File: config.mk
export PLATFORM = sky130hd
export DESIGN_NAME = guess_autoplayer
export DESIGN_NICKNAME = d
export VERILOG_FILES = /design/src/rtl/guess_autoplayer.sv
export SDC_FILE = /design/constraint.sdc
export NUM_CORES = 1
export LEC_CHECK = 0
export BUFFER_PORTS_ARGS = -buffer_cell sky130_fd_sc_hd__buf_2
export CAP_MARGIN = 20
export CORE_MARGIN = 2
export CORE_UTILIZATION = 50
export DETAILED_ROUTE_END_ITERATION = 6
export GPL_TIMING_DRIVEN = 0
export PLACE_DENSITY = 0.76
export SLEW_MARGIN = 20
export SYNTH_ARGS = -nofsm -noshare
export SYNTH_HDL_FRONTEND = slang
export SYNTH_SLANG_ARGS = --single-unit
export TNS_END_PERCENT = 30
File: constraint.sdc
create_clock -name clk -period 2.05 [get_ports clk]
set_input_delay 0.1025 -clock clk [delete_from_list [all_inputs] [get_ports clk]]
set_output_delay 0.1025 -clock clk [all_outputs]
set_load 0.05 [all_outputs]
File: src/rtl/guess_autoplayer.sv
// Automated responder for the guess game: watches the LED output y and presses the
// matching button after a programmable reaction delay, counting missed reactions.
module guess_autoplayer #(
  parameter int DW   = 8,
  parameter int HOLD = 4,
  parameter int MW   = 4
) (
  input  logic          clk,
  input  logic          rst,
  input  logic          start,
  input  logic [1:0]    target,
  input  logic [DW-1:0] delay,
  input  logic [3:0]    y,
  input  logic          win,
  input  logic          lose,
  output logic [3:0]    B,
  output logic          busy,
  output logic          hit,
  output logic [MW-1:0] miss_cnt
);

  localparam int HW = (HOLD > 1) ? $clog2(HOLD) : 1;

  typedef enum logic [2:0] {S_IDLE, S_WAIT, S_REACT, S_PRESS, S_DONE} state_t;

  state_t          state, state_nx;
  logic [1:0]      tgt, tgt_nx;
  logic [DW-1:0]   dly, dly_nx;
  logic [DW-1:0]   cnt, cnt_nx;
  logic [HW-1:0]   hcnt, hcnt_nx;
  logic [MW-1:0]   miss, miss_nx;
  logic            hit_q, hit_nx;
  logic [3:0]      tgt_pat;
  logic            match;
  logic            game_over;

  function automatic logic [MW-1:0] sat_inc(input logic [MW-1:0] v);
    return (&v) ? v : v + 1'b1;
  endfunction

  assign tgt_pat   = 4'b0001 << tgt;
  // Non-one-hot y (1111/0000) can never equal a one-hot pattern, so no extra guard.
  assign match     = (y == tgt_pat);
  assign game_over = win | lose;

  assign B        = (state == S_PRESS) ? tgt_pat : 4'b0000;
  assign busy     = (state != S_IDLE);
  assign hit      = hit_q;
  assign miss_cnt = miss;

  always_ff @(posedge clk or posedge rst) begin
    if (rst) begin
      state <= S_IDLE;
      tgt   <= '0;
      dly   <= '0;
      cnt   <= '0;
      hcnt  <= '0;
      miss  <= '0;
      hit_q <= 1'b0;
    end else begin
      state <= state_nx;
      tgt   <= tgt_nx;
      dly   <= dly_nx;
      cnt   <= cnt_nx;
      hcnt  <= hcnt_nx;
      miss  <= miss_nx;
      hit_q <= hit_nx;
    end
  end

  always_comb begin
    state_nx = state;
    tgt_nx   = tgt;
    dly_nx   = dly;
    cnt_nx   = cnt;
    hcnt_nx  = hcnt;
    miss_nx  = miss;
    hit_nx   = hit_q;
    unique case (state)
      S_IDLE: begin
        if (start) begin
          tgt_nx   = target;
          dly_nx   = delay;
          hit_nx   = 1'b0;
          state_nx = S_WAIT;
        end
      end
      S_WAIT: begin
        if (game_over) begin
          state_nx = S_DONE;
        end else if (match) begin
          cnt_nx   = dly;
          state_nx = S_REACT;
        end
      end
      S_REACT: begin
        // Losing the match before the delay expires is a miss; it outranks cnt==0.
        if (game_over) begin
          state_nx = S_DONE;
        end else if (!match) begin
          miss_nx  = sat_inc(miss);
          state_nx = S_WAIT;
        end else if (cnt == '0) begin
          hcnt_nx  = HW'(HOLD - 1);
          state_nx = S_PRESS;
        end else begin
          cnt_nx = cnt - 1'b1;
        end
      end
      S_PRESS: begin
        if (game_over || hcnt == '0) begin
          state_nx = S_DONE;
        end else begin
          hcnt_nx = hcnt - 1'b1;
        end
      end
      S_DONE: begin
        if (win) begin
          hit_nx   = 1'b1;
          state_nx = S_IDLE;
        end else if (lose) begin
          hit_nx   = 1'b0;
          state_nx = S_IDLE;
        end
      end
      default: state_nx = S_IDLE;
    endcase
  end

endmodule

==> results.json, run 1 <==
{
  "ys_seq_elements": 28,
  "setup_viol": 0,
  "cts_max_level": 1,
  "path_max_fanout": 6,
  "slowest_delay_ns": 0.44,
  "ir_worst_vdd_v": 0.000689,
  "ant_nets": 0,
  "grt_max_degree": 29,
  "wirelength_um": 3820,
  "max_slew_margin_pct": 61.1,
  "hold_viol_final": 0,
  "antenna_found_initial": 0,
  "worstMarginPinSlew_ns": 0.582,
  "max_freq_ghz": 0.491,
  "rsz0062_at_grt": "yes",
  "synthTopCellsByArea": "dfrtp_1 (43%), mux2_2 (9.0%), a21oi_1 (3.7%)",
  "drc": 0,
  "fin_util_pct": 69.2,
  "synth_area_per_cell_um2": 9.72,
  "clock_latency_ns": 0.34,
  "crit_path_start_kind": "flip-flop",
  "drt-initial-drc-count": 58,
  "reg2reg_slack_ns": 0.01,
  "global_route.usage.total_pct": 21.6,
  "coreArea_um2": 3080,
  "seq_area_um2": 701,
  "clock-sinks": 28,
  "io_buffers": 28,
  "holdWs_ns": 0.0721,
  "netlist_area_um2": 1620,
  "layout-drive-gt1-share_pct": 35.7,
  "synth_ff_type": "dfrtp_1",
  "via_per_inst": 5.63,
  "clock_skew_ns": 0.00827,
  "path_class": "flip-flop to flip-flop",
  "leakage_nw": 0.972,
  "finalWorstSetupSlack_ns": 0.0126,
  "yosys_warnings": 0,
  "dp_hpwl_um": 2550,
  "grt_pass1_vias": 1426,
  "synthToLayoutAreaGrowth_pct": 31.2,
  "overflow": 0,
  "critPathBufInv": 1,
  "crit_chain": "or3b_1 > buf_6 > a31o_4 > a221oi_4 > o21ai_1 > a22o_1",
  "pin_count": 29,
  "cts_tree": "done",
  "fp.dieH_um": 61.0,
  "ys_seq_area_share_pct": 43.2,
  "synth_top_area_share_pct": 43.2,
  "outcome": "completed",
  "finalPower_mw": 2.25,
  "synth_top_cell_by_area": "dfrtp_1",
  "grt_pass1_wl_um": 6010,
  "crit_required_ns": 2.29,
  "multiInputGateArea_um2": 910,
  "firstDrtPassIters": 4,
  "start_util_pct": 52.7,
  "syn_nets": 190,
  "clk_path_buf_depth": 2,
  "rows": 20,
  "period_needed_ns": 2.04,
  "power.density_nw_per_um2": 1060,
  "num-nets-final": 245,
  "fin_crit_sh_pct": 99.4,
  "min_path_type": "input port to flip-flop",
  "wl_per_cell_um": 14.4,
  "async_flop_share_pct": 100,
  "drv_slew": 0,
  "numCtsBuffers": 3,
  "clkTransAtPathRegs_ns": 0.15,
  "worstSetupEndpointType": "flip-flop",
  "syn_inst": 167,
  "dieArea_um2": 3720,
  "worstPathArrival_ns": 2.27,
  "cts_root_buffer": "clkbuf_4",
  "synth.distinct_cells": 42,
  "place.gp.congestion": 0.827,
  "antenna_cells": 0,
  "crit_slowest_cell": "dfrtp_1",
  "fill_cells": 244,
  "fp.dieW_um": 61.0,
  "path_delay_family": "compound AO/OA/AOI/OAI gates",
  "pre_cts_slack_ns": -0.140,
  "synth-edff-count": 0,
  "cap_violations": 0,
  "vias": 1492
}
[flip-flops by register name, indices dropped and copies added, names as in the netlist]
register and cells:
hit 1, cnt 8, tgt 2, state 3, dly 8, hcnt 2, miss_cnt 4
[placed cells by master, fill, tap and decap left out, types with 2 or more instances in the layout]
master / count
buf_2: 29
o21ai_1: 3
clkbuf_2: 2
ha_1: 4
nor3b_2: 4
nand2_1: 16
clkbuf_4: 4
clkbuf_1: 3
a22o_1: 5
o21ai_0: 4
nor3_1: 5
buf_6: 2
and3b_1: 3
o22ai_1: 3
nand4_1: 2
nor3_2: 3
nor2_1: 11
or3_1: 2
dlygate4sd3_1: 11
buf_4: 10
nand3_1: 7
inv_1: 7
o211ai_1: 2
a21oi_1: 11
nand3b_1: 2
mux2_2: 13
xnor2_1: 2
dfrtp_1: 28
[cell usage after synthesis, types with 3 or more instances]
cell type and instances:
inv_1 8, a22o_1 5, clkbuf_1 4, nand3_1 7, nor3b_1 4, o21ai_0 5, o21ai_1 3, o22ai_1 3
ha_1 4, a21oi_1 12, nor3_1 8, dfrtp_1 28, mux2_2 13, nor2_1 11, nand2_1 16, and3b_1 3
[timing repair]
item,in CTS,in global routing
pin swaps,2,7
setup buffers,3,7
hold endpoints to repair,10,28
gates resized for setup,4,13
cloned,0,1
setup endpoints to repair,6,23
hold buffers,10,1
[layout make-up]
type	count	share of cell area, %
sequential	28	32.9
multi-input combinational	123	42.7
clock inverter	1	1.41
buffer	8	2.29
timing repair buffer	50	15.6
inverter	8	1.41
tap	44	2.59
clock buffer	3	1.06
[power by group]
group          internal (mW)  switching (mW)  total [mW]  leakage (nW)
clock                  0.198           0.168       0.366        0.0279
sequential             0.761           0.174       0.934         0.343
combinational          0.434           0.518       0.952         0.601
total                   1.39           0.860        2.25         0.972
[per-layer routing]
| layer | track usage, % | wire length, um |
|---|---|---|
| met1 | 25.5 | 1670 |
| met2 | 39.8 | 1990 |
| met3 | 2.77 | 102 |
| met4 | 8.07 | 53 |
| met5 | 0 | 0 |
[cell families (layout without fill, tap and decap cells)]
logic type | count (synthesis) | after routing | share of synthesized area (%)
xor gates and xnor gates | 3 | 3 | 1.62
AOI/OAI and AO/OA | 40 | 40 | 18.0
adders and majority gates | 4 | 4 | 3.08
muxes | 14 | 14 | 9.64
DFF | 28 | 28 | 43.2
and+or+nand+nor | 62 | 62 | 19.8
buffers and inverters | 16 | 70 | 4.70
[worst register-to-register path: cells and delay by family (launching register included)]
family                 cells  cell delay (ns)
AND/OR/NAND/NOR            1             0.40
flip-flops                 1             0.44
AO/OA/AOI/OAI              4             0.95
buffers and inverters      1             0.14
[final timing paths]
kind / start / end / cells past startpoint
max: state[0]$_DFFE_PP0P_ / cnt[2]$_DFFE_PP0P_ / 6
min: win / state[1]$_DFFE_PP0P_ / 4
min in group asynchronous: rst / miss_cnt[0]$_DFFE_PP0P_ / 3
min reg2reg: hcnt[1]$_DFFE_PP0P_ / hcnt[1]$_DFFE_PP0P_ / 1
max in group asynchronous: rst / cnt[4]$_DFFE_PP0P_ / 3
max reg2reg: state[0]$_DFFE_PP0P_ / cnt[2]$_DFFE_PP0P_ / 6
[metrics by stage]
step / TNS, ns / cell area, um^2 / cells
after global routing: -0.199 / 2130 / 265
after floorplan: 0 / 1630 / 167
after CTS: 0 / 2010 / 256
after global placement: -0.112 / 1820 / 239
final: 0 / 2130 / 265
after detailed placement: -0.229 / 1820 / 239
Note: power is estimated with default switching activity, not from simulation.
==> inputs of run 2 (changes only) <==
--- a/config.mk
+++ b/config.mk
@@ -12,6 +12,8 @@
 export DETAILED_ROUTE_END_ITERATION = 6
 export GPL_TIMING_DRIVEN = 0
 export PLACE_DENSITY = 0.76
+export RECOVER_POWER = 50
+export SETUP_SLACK_MARGIN = 0.2
 export SLEW_MARGIN = 20
 export SYNTH_ARGS = -nofsm -noshare
 export SYNTH_HDL_FRONTEND = slang
==> run 2 against run 1 <==
  * Global-route usage decreased by 0.40 points
  * Flip-flop and latch count unchanged
  * Sequential share of layout area decreased by 0.79 points
  * Register-to-register slack improved by 0.04 ns
  * Fmax increased by 2.1%
  * First-iteration DRC count decreased by 1.7%
  * Clock skew increased by 0.0011 ns
  * Final cell count increased by 0.38%
  * Final area increased by 2.5%
  * Sequential power increased by 0.4%
  * Die area unchanged
  * Highest routed layer unchanged
==> results.json, run 2 (synthesis results as in run 1) <==
{
  "drv_slew": 0,
  "drt-initial-drc-count": 57,
  "setup_viol": 0,
  "crit_path_start_kind": "flip-flop",
  "power.density_nw_per_um2": 1040,
  "numCtsBuffers": 3,
  "reg2reg_to": "state[0]$_DFFE_PP0P_",
  "fin_crit_sh_pct": 97.3,
  "slowest_delay_ns": 0.51,
  "min_path_type": "input port to flip-flop",
  "fill_cells": 232,
  "clk_path_buf_depth": 2,
  "globalRoute.busiestLayer": "met2",
  "reg2regPathDepth": 5,
  "leakage_nw": 0.972,
  "wirelength_um": 3770,
  "grt_max_degree": 29,
  "clock_latency_ns": 0.34,
  "min_to": "state[1]$_DFFE_PP0P_",
  "cts_root_buffer": "clkbuf_4",
  "overflow": 0,
  "ir_worst_vdd_v": 0.000717,
  "dieArea_um2": 3720,
  "clock-sinks": 28,
  "cap_violations": 0,
  "global_route.usage.total_pct": 21.2,
  "max_freq_ghz": 0.501,
  "layout_common_cells": "dfrtp_1 (28), buf_2 (23), nand2_1 (16), mux2_2 (12)",
  "drc": 0,
  "wl_per_cell_um": 14.2,
  "pin_count": 29,
  "grt_pass1_wl_um": 5950,
  "gr-usage-met1_pct": 24.6,
  "clock_skew_ns": 0.00940,
  "ant_nets": 0,
  "crit_slowest_cell": "dfrtp_1",
  "reg2reg_slack_ns": 0.06,
  "start_util_pct": 52.7,
  "cts_max_level": 1,
  "synthToLayoutAreaGrowth_pct": 34.5,
  "use_met2_pct": 39.9,
  "coreArea_um2": 3080,
  "cts_tree": "done",
  "crit_chain": "nor3_1 > o21ai_4 > a311o_1 > a211oi_2 > mux2_4",
  "grt_pass1_vias": 1406,
  "path_max_fanout": 7,
  "hold_viol_final": 0,
  "max_slew_margin_pct": 31.2,
  "num-nets-final": 246,
  "path_class": "flip-flop to flip-flop",
  "worstSetupEndpointType": "flip-flop",
  "hold_start": "win",
  "via_per_inst": 5.58,
  "rsz0062_at_grt": "yes",
  "antenna_cells": 0,
  "outcome": "completed",
  "io_buffers": 28,
  "fp.dieH_um": 61.0,
  "finalPower_mw": 2.27,
  "rows": 20,
  "setup_tns_ns": 0,
  "layout-drive-gt1-share_pct": 35.1,
  "worstPathArrival_ns": 2.24,
  "worstReg2RegStart": "tgt[1]$_DFFE_PP0P_",
  "whs_path_depth": 4,
  "period_needed_ns": 1.99,
  "use_met3_pct": 4.26,
  "crit_required_ns": 2.29,
  "worstMarginPinSlew_ns": 1.03,
  "final_common_cell": "dfrtp_1",
  "firstDrtPassIters": 4,
  "place.gp.congestion": 0.793,
  "clkTransAtPathRegs_ns": 0.15,
  "vias": 1484,
  "fp.dieW_um": 61.0,
  "antenna_found_initial": 0,
  "dp_hpwl_um": 2410
}
## run 2: cell types whose count changed in the layout (fill, tap and decap cells not counted), moves of 2 or more
cell	delta
clkbuf_1	+4
nor3_2	-2
buf_2	-6
buf_6	+2
## run 2: worst max-delay path, delay by kind of cell, from the launching register on
family / cells / cell delay, ns
AO/OA/AOI/OAI: 3 / 0.74
multiplexers: 1 / 0.32
AND/OR/NAND/NOR: 1 / 0.35
flip-flops: 1 / 0.51
## run 2: what timing repair did
item | CTS | global route
buffers inserted | 7 | 4
hold endpoints to repair | 10 | 28
gates cloned | 1 | 0
hold buffers | 10 | 1
endpoints found under the setup margin | 29 | 32
pin swaps | 6 | 6
resized for setup | 15 | 16
## run 2: cell type report
type	count	area (um^2)	share of cell area, %
Clock inverter	1	30.0	1.38
Buffer	8	52.6	2.41
Multi-Input combinational cell	123	947	43.4
Sequential cell	28	701	32.1
Timing Repair Buffer	51	344	15.8
Clock buffer	3	22.5	1.03
Inverter	8	30.0	1.38
Tap cell	44	55.1	2.52
## run 2: per-stage QoR
stage	instances	hold WS [ns]	setup WS [ns]	util, %	cell area (um^2)
after floorplan	167	0.168	0.0905	-	1630
after global placement	239	0.334	-0.115	59.4	1830
after detailed placement	239	0.338	-0.110	59.4	1830
after CTS	261	0.0226	0.0856	68.3	2100
after global routing	266	0.102	0.0333	70.9	2180
final	266	0.0930	0.0552	70.9	2180
## run 2: worst max-delay path by stage
| stage | startpoint | endpoint | slack, ns | depth (start not counted) |
|---|---|---|---|---|
| 2_1_floorplan | state[0]$_DFFE_PP0P_ | B[0] | 0.09 | 3 |
| 3_3_place_gp | tgt[0]$_DFFE_PP0P_ | state[0]$_DFFE_PP0P_ | -0.11 | 6 |
| 3_5_place_dp | tgt[0]$_DFFE_PP0P_ | state[0]$_DFFE_PP0P_ | -0.11 | 6 |
| 4_1_cts | tgt[0]$_DFFE_PP0P_ | state[0]$_DFFE_PP0P_ | 0.09 | 6 |
| 5_1_grt | state[2]$_DFFE_PP0P_ | cnt[2]$_DFFE_PP0P_ | 0.03 | 7 |
| 6_report | tgt[1]$_DFFE_PP0P_ | state[0]$_DFFE_PP0P_ | 0.06 | 5 |
## run 2: report_power, final
part / switching (mW) / internal [mW]
clock: 0.163 / 0.198
sequential: 0.177 / 0.760
combinational: 0.521 / 0.446
## run 2: metal layers
layer  vias to the layer above  share of wire (%)  wire (um)
met3                         2                4.1        154
li1                        726                  -          -
met5                         -                  0          0
met1                       714                 43       1640
met4                         0               0.34         13
met2                        42                 52       1970
==> inputs of run 3 (changes only) <==
--- a/config.mk
+++ b/config.mk
@@ -5,13 +5,14 @@
 export SDC_FILE = /design/constraint.sdc
 export NUM_CORES = 1
 export LEC_CHECK = 0
+export ABC_AREA = 1
 export BUFFER_PORTS_ARGS = -buffer_cell sky130_fd_sc_hd__buf_2
 export CAP_MARGIN = 20
 export CORE_MARGIN = 2
 export CORE_UTILIZATION = 50
 export DETAILED_ROUTE_END_ITERATION = 6
 export GPL_TIMING_DRIVEN = 0
-export PLACE_DENSITY = 0.76
+export PLACE_DENSITY = 0.75
 export RECOVER_POWER = 50
 export SETUP_SLACK_MARGIN = 0.2
 export SLEW_MARGIN = 20
==> run 3 against run 2 <==
  * Core utilization shrank 10 points
  * Clock power is 38% lower
  * Final area down 6.9%
  * Register-to-register slack better by 0.35 ns
  * Clock-buffer cell count is the same
  * Clock skew down 0.0073 ns
  * Worst setup slack improved by 0.35 ns
  * Fmax rose by 21%
  * Highest routed layer unchanged
  * Power shrank 3.3%
  * Area after synthesis up 6.6%
  * Flip-flop and latch count unchanged
  * Critical path depth fell by 1
==> results.json, run 3 <==
{
  "syn_inst": 229,
  "dp_hpwl_um": 2470,
  "antenna_found_initial": 0,
  "finalWorstSetupSlack_ns": 0.406,
  "grt_pass1_vias": 1494,
  "clkTransAtPathRegs_ns": 0.14,
  "coreArea_um2": 3340,
  "yosys.area_share.xor_xnor_pct": 1.52,
  "cts_tree": "done",
  "slowest_delay_ns": 0.48,
  "pin_count": 29,
  "setup_tns_ns": 0,
  "internal_power_mw": 1.22,
  "endpoint": "dly[3]$_DFFE_PP0P_",
  "global_route.usage.total_pct": 19.0,
  "path_delay_family": "simple AND/OR/NAND/NOR gates",
  "fill_cells": 321,
  "finalPower_mw": 2.19,
  "drc": 0,
  "synth_mux_area_share_pct": 5.21,
  "vias": 1567,
  "fp.dieW_um": 62.8,
  "crit_slowest_cell": "dfrtp_1",
  "yosys_warnings": 0,
  "power.density_nw_per_um2": 1080,
  "synth-simple-area-share_pct": 31.4,
  "reg2regPathDepth": 4,
  "synth_top_cell_by_area": "dfrtp_1",
  "combPwrFrac_pct": 47.4,
  "reg2reg_slack_ns": 0.41,
  "layout_common_cells": "nand2_1 (60), dfrtp_1 (28), inv_1 (27), buf_2 (26), nand3_1 (24)",
  "wl_per_cell_um": 10.5,
  "synth_area_per_cell_um2": 7.55,
  "synth.distinct_cells": 26,
  "critical_path_depth": 4,
  "start_util_pct": 51.8,
  "ir_worst_vdd_v": 0.000500,
  "pre_cts_slack_ns": 0.502,
  "fin_crit_sh_pct": 80.2,
  "synthToLayoutAreaGrowth_pct": 17.5,
  "clk_path_buf_depth": 2,
  "place.gp.congestion": 0.824,
  "firstDrtPassIters": 4,
  "clock_latency_ns": 0.32,
  "cts_root_buffer": "clkbuf_4",
  "sw_frac_of_total_pct": 44.5,
  "fp.dieH_um": 62.8,
  "use_met2_pct": 32.9,
  "crit_path_start_kind": "flip-flop",
  "worstMarginPinSlew_ns": 1.04,
  "yosysMostFrequentCell": "nand2_1",
  "max_freq_ghz": 0.608,
  "ys_top_cells_by_count": "nand2_1 (60), dfrtp_1 (28), inv_1 (27)",
  "path_max_fanout": 10,
  "holdWs_ns": 0.0145,
  "synth_ff_type": "dfrtp_1",
  "synth-edff-count": 0,
  "outcome": "completed",
  "ys_seq_elements": 28,
  "io_buffers": 28,
  "seq_power_share_pct": 42.4,
  "layout-drive-gt1-share_pct": 21.9,
  "synthTopCellsByArea": "dfrtp_1 (41%), nand2_1 (13%), nand3_1 (6.9%)",
  "syn_nets": 252,
  "num-nets-final": 294,
  "p_sw_mw": 0.976,
  "min_path_type": "input port to flip-flop",
  "grt_pass1_wl_um": 6180,
  "numCtsBuffers": 3,
  "crit_required_ns": 2.28,
  "cts_max_level": 1,
  "gr-usage-met1_pct": 25.2,
  "via_per_inst": 4.97,
  "ant_nets": 0,
  "overflow": 0,
  "worstPathArrival_ns": 1.87,
  "crit_path_start": "state[0]$_DFFE_PP0P_",
  "max_slew_margin_pct": 30.8,
  "grt_max_degree": 29,
  "globalRoute.busiestLayer": "met2",
  "ys_seq_area_share_pct": 40.5,
  "dieArea_um2": 3940,
  "path_class": "flip-flop to flip-flop",
  "reg2reg_to": "dly[3]$_DFFE_PP0P_",
  "period_needed_ns": 1.64,
  "antenna_cells": 0,
  "rows": 21,
  "clkPwrFrac_pct": 10.2,
  "drv_slew": 0,
  "synth-compound-area-share_pct": 10.3,
  "leakage_nw": 1.02,
  "critPathBufInv": 1,
  "synth_top_area_share_pct": 40.5,
  "multiInputGateArea_um2": 885,
  "hold_viol_final": 0,
  "netlist_area_um2": 1730,
  "synth_top_family_by_area": "simple AND/OR/NAND/NOR gates",
  "cts_resized": 0,
  "async_flop_share_pct": 100,
  "drt-initial-drc-count": 54,
  "use_met3_pct": 1.80,
  "clock_skew_ns": 0.00213,
  "worstSetupEndpointType": "flip-flop",
  "cap_violations": 0,
  "wirelength_um": 3310,
  "crit_chain": "nor2_1 > nand3_1 > buf_2 > mux2_2",
  "seq_area_um2": 701,
  "whs_path_depth": 3,
  "final_common_cell": "nand2_1",
  "worstReg2RegStart": "state[0]$_DFFE_PP0P_",
  "setup_viol": 0,
  "rsz0062_at_grt": "no",
  "synthAdderAreaFrac_pct": 2.89,
  "clock-sinks": 28
}
run 3: cells by family (layout without fill, tap and decap cells):
kind of cell / Yosys count / count (layout)
mux: 8 / 8
simple gates: 118 / 118
flops: 28 / 28
buf+inv: 37 / 77
xor+xnor: 3 / 3
fa+ha+maj: 4 / 4
compound gates: 31 / 31
run 3: worst register-to-register path, delay by kind of cell (launching register included):
kind | cells | cell delay (ns)
buffers and inverters | 1 | 0.26
muxes | 1 | 0.29
and+or+nand+nor | 2 | 0.53
DFF | 1 | 0.48
run 3: how the worst min path moves through the flow:
stage | start | to | slack [ns]
global route | target[1] | tgt[1]$_DFFE_PP0P_ | 0.04
floorplan | rst | cnt[0]$_DFFE_PP0P_ | 0.17
global placement | delay[5] | dly[5]$_DFFE_PP0P_ | 0.33
detailed placement | delay[7] | dly[7]$_DFFE_PP0P_ | 0.34
CTS | target[0] | tgt[0]$_DFFE_PP0P_ | 0.008
finish | target[0] | tgt[0]$_DFFE_PP0P_ | 0.01
run 3: routing by layer:
layer,routed length (um),part of all wire (%)
met5,0,0
met4,40,1.2
met3,123,3.7
met2,1550,47
met1,1600,48
run 3: final cells by class:
type	instances	share of cell area, %
Multi-Input combinational cell	164	43.5
Sequential cell	28	34.5
Timing Repair Buffer	37	11.1
Inverter	34	6.28
Tap cell	46	2.83
Clock buffer	3	1.11
Buffer	3	0.677
run 3: through the flow:
step           area [um^2]  utilization, %  cells
2_1_floorplan         1730               -    229
3_3_place_gp          1930            57.7    303
3_5_place_dp          1930            57.7    303
4_1_cts               2030            60.8    314
5_1_grt               2030            60.9    315
6_report              2030            60.9    315
run 3: power groups by stage:
| stage | Sequential (mW) | Clock, mW | Combinational, mW |
|---|---|---|---|
| floorplan | 0.993 | 0 | 0.773 |
| global placement | 0.939 | 0 | 1.02 |
| detailed placement | 0.946 | 0 | 1.04 |
| CTS | 0.933 | 0.237 | 1.06 |
| global route | 0.965 | 0.257 | 1.20 |
| finish | 0.931 | 0.224 | 1.04 |
run 3: timing repair:
action | 4_1_cts | 5_1_grt
setup buffers | 0 | 0
hold buffers | 8 | 1
endpoints found under the setup margin | 0 | 0
endpoints found under the hold margin | 8 | 28
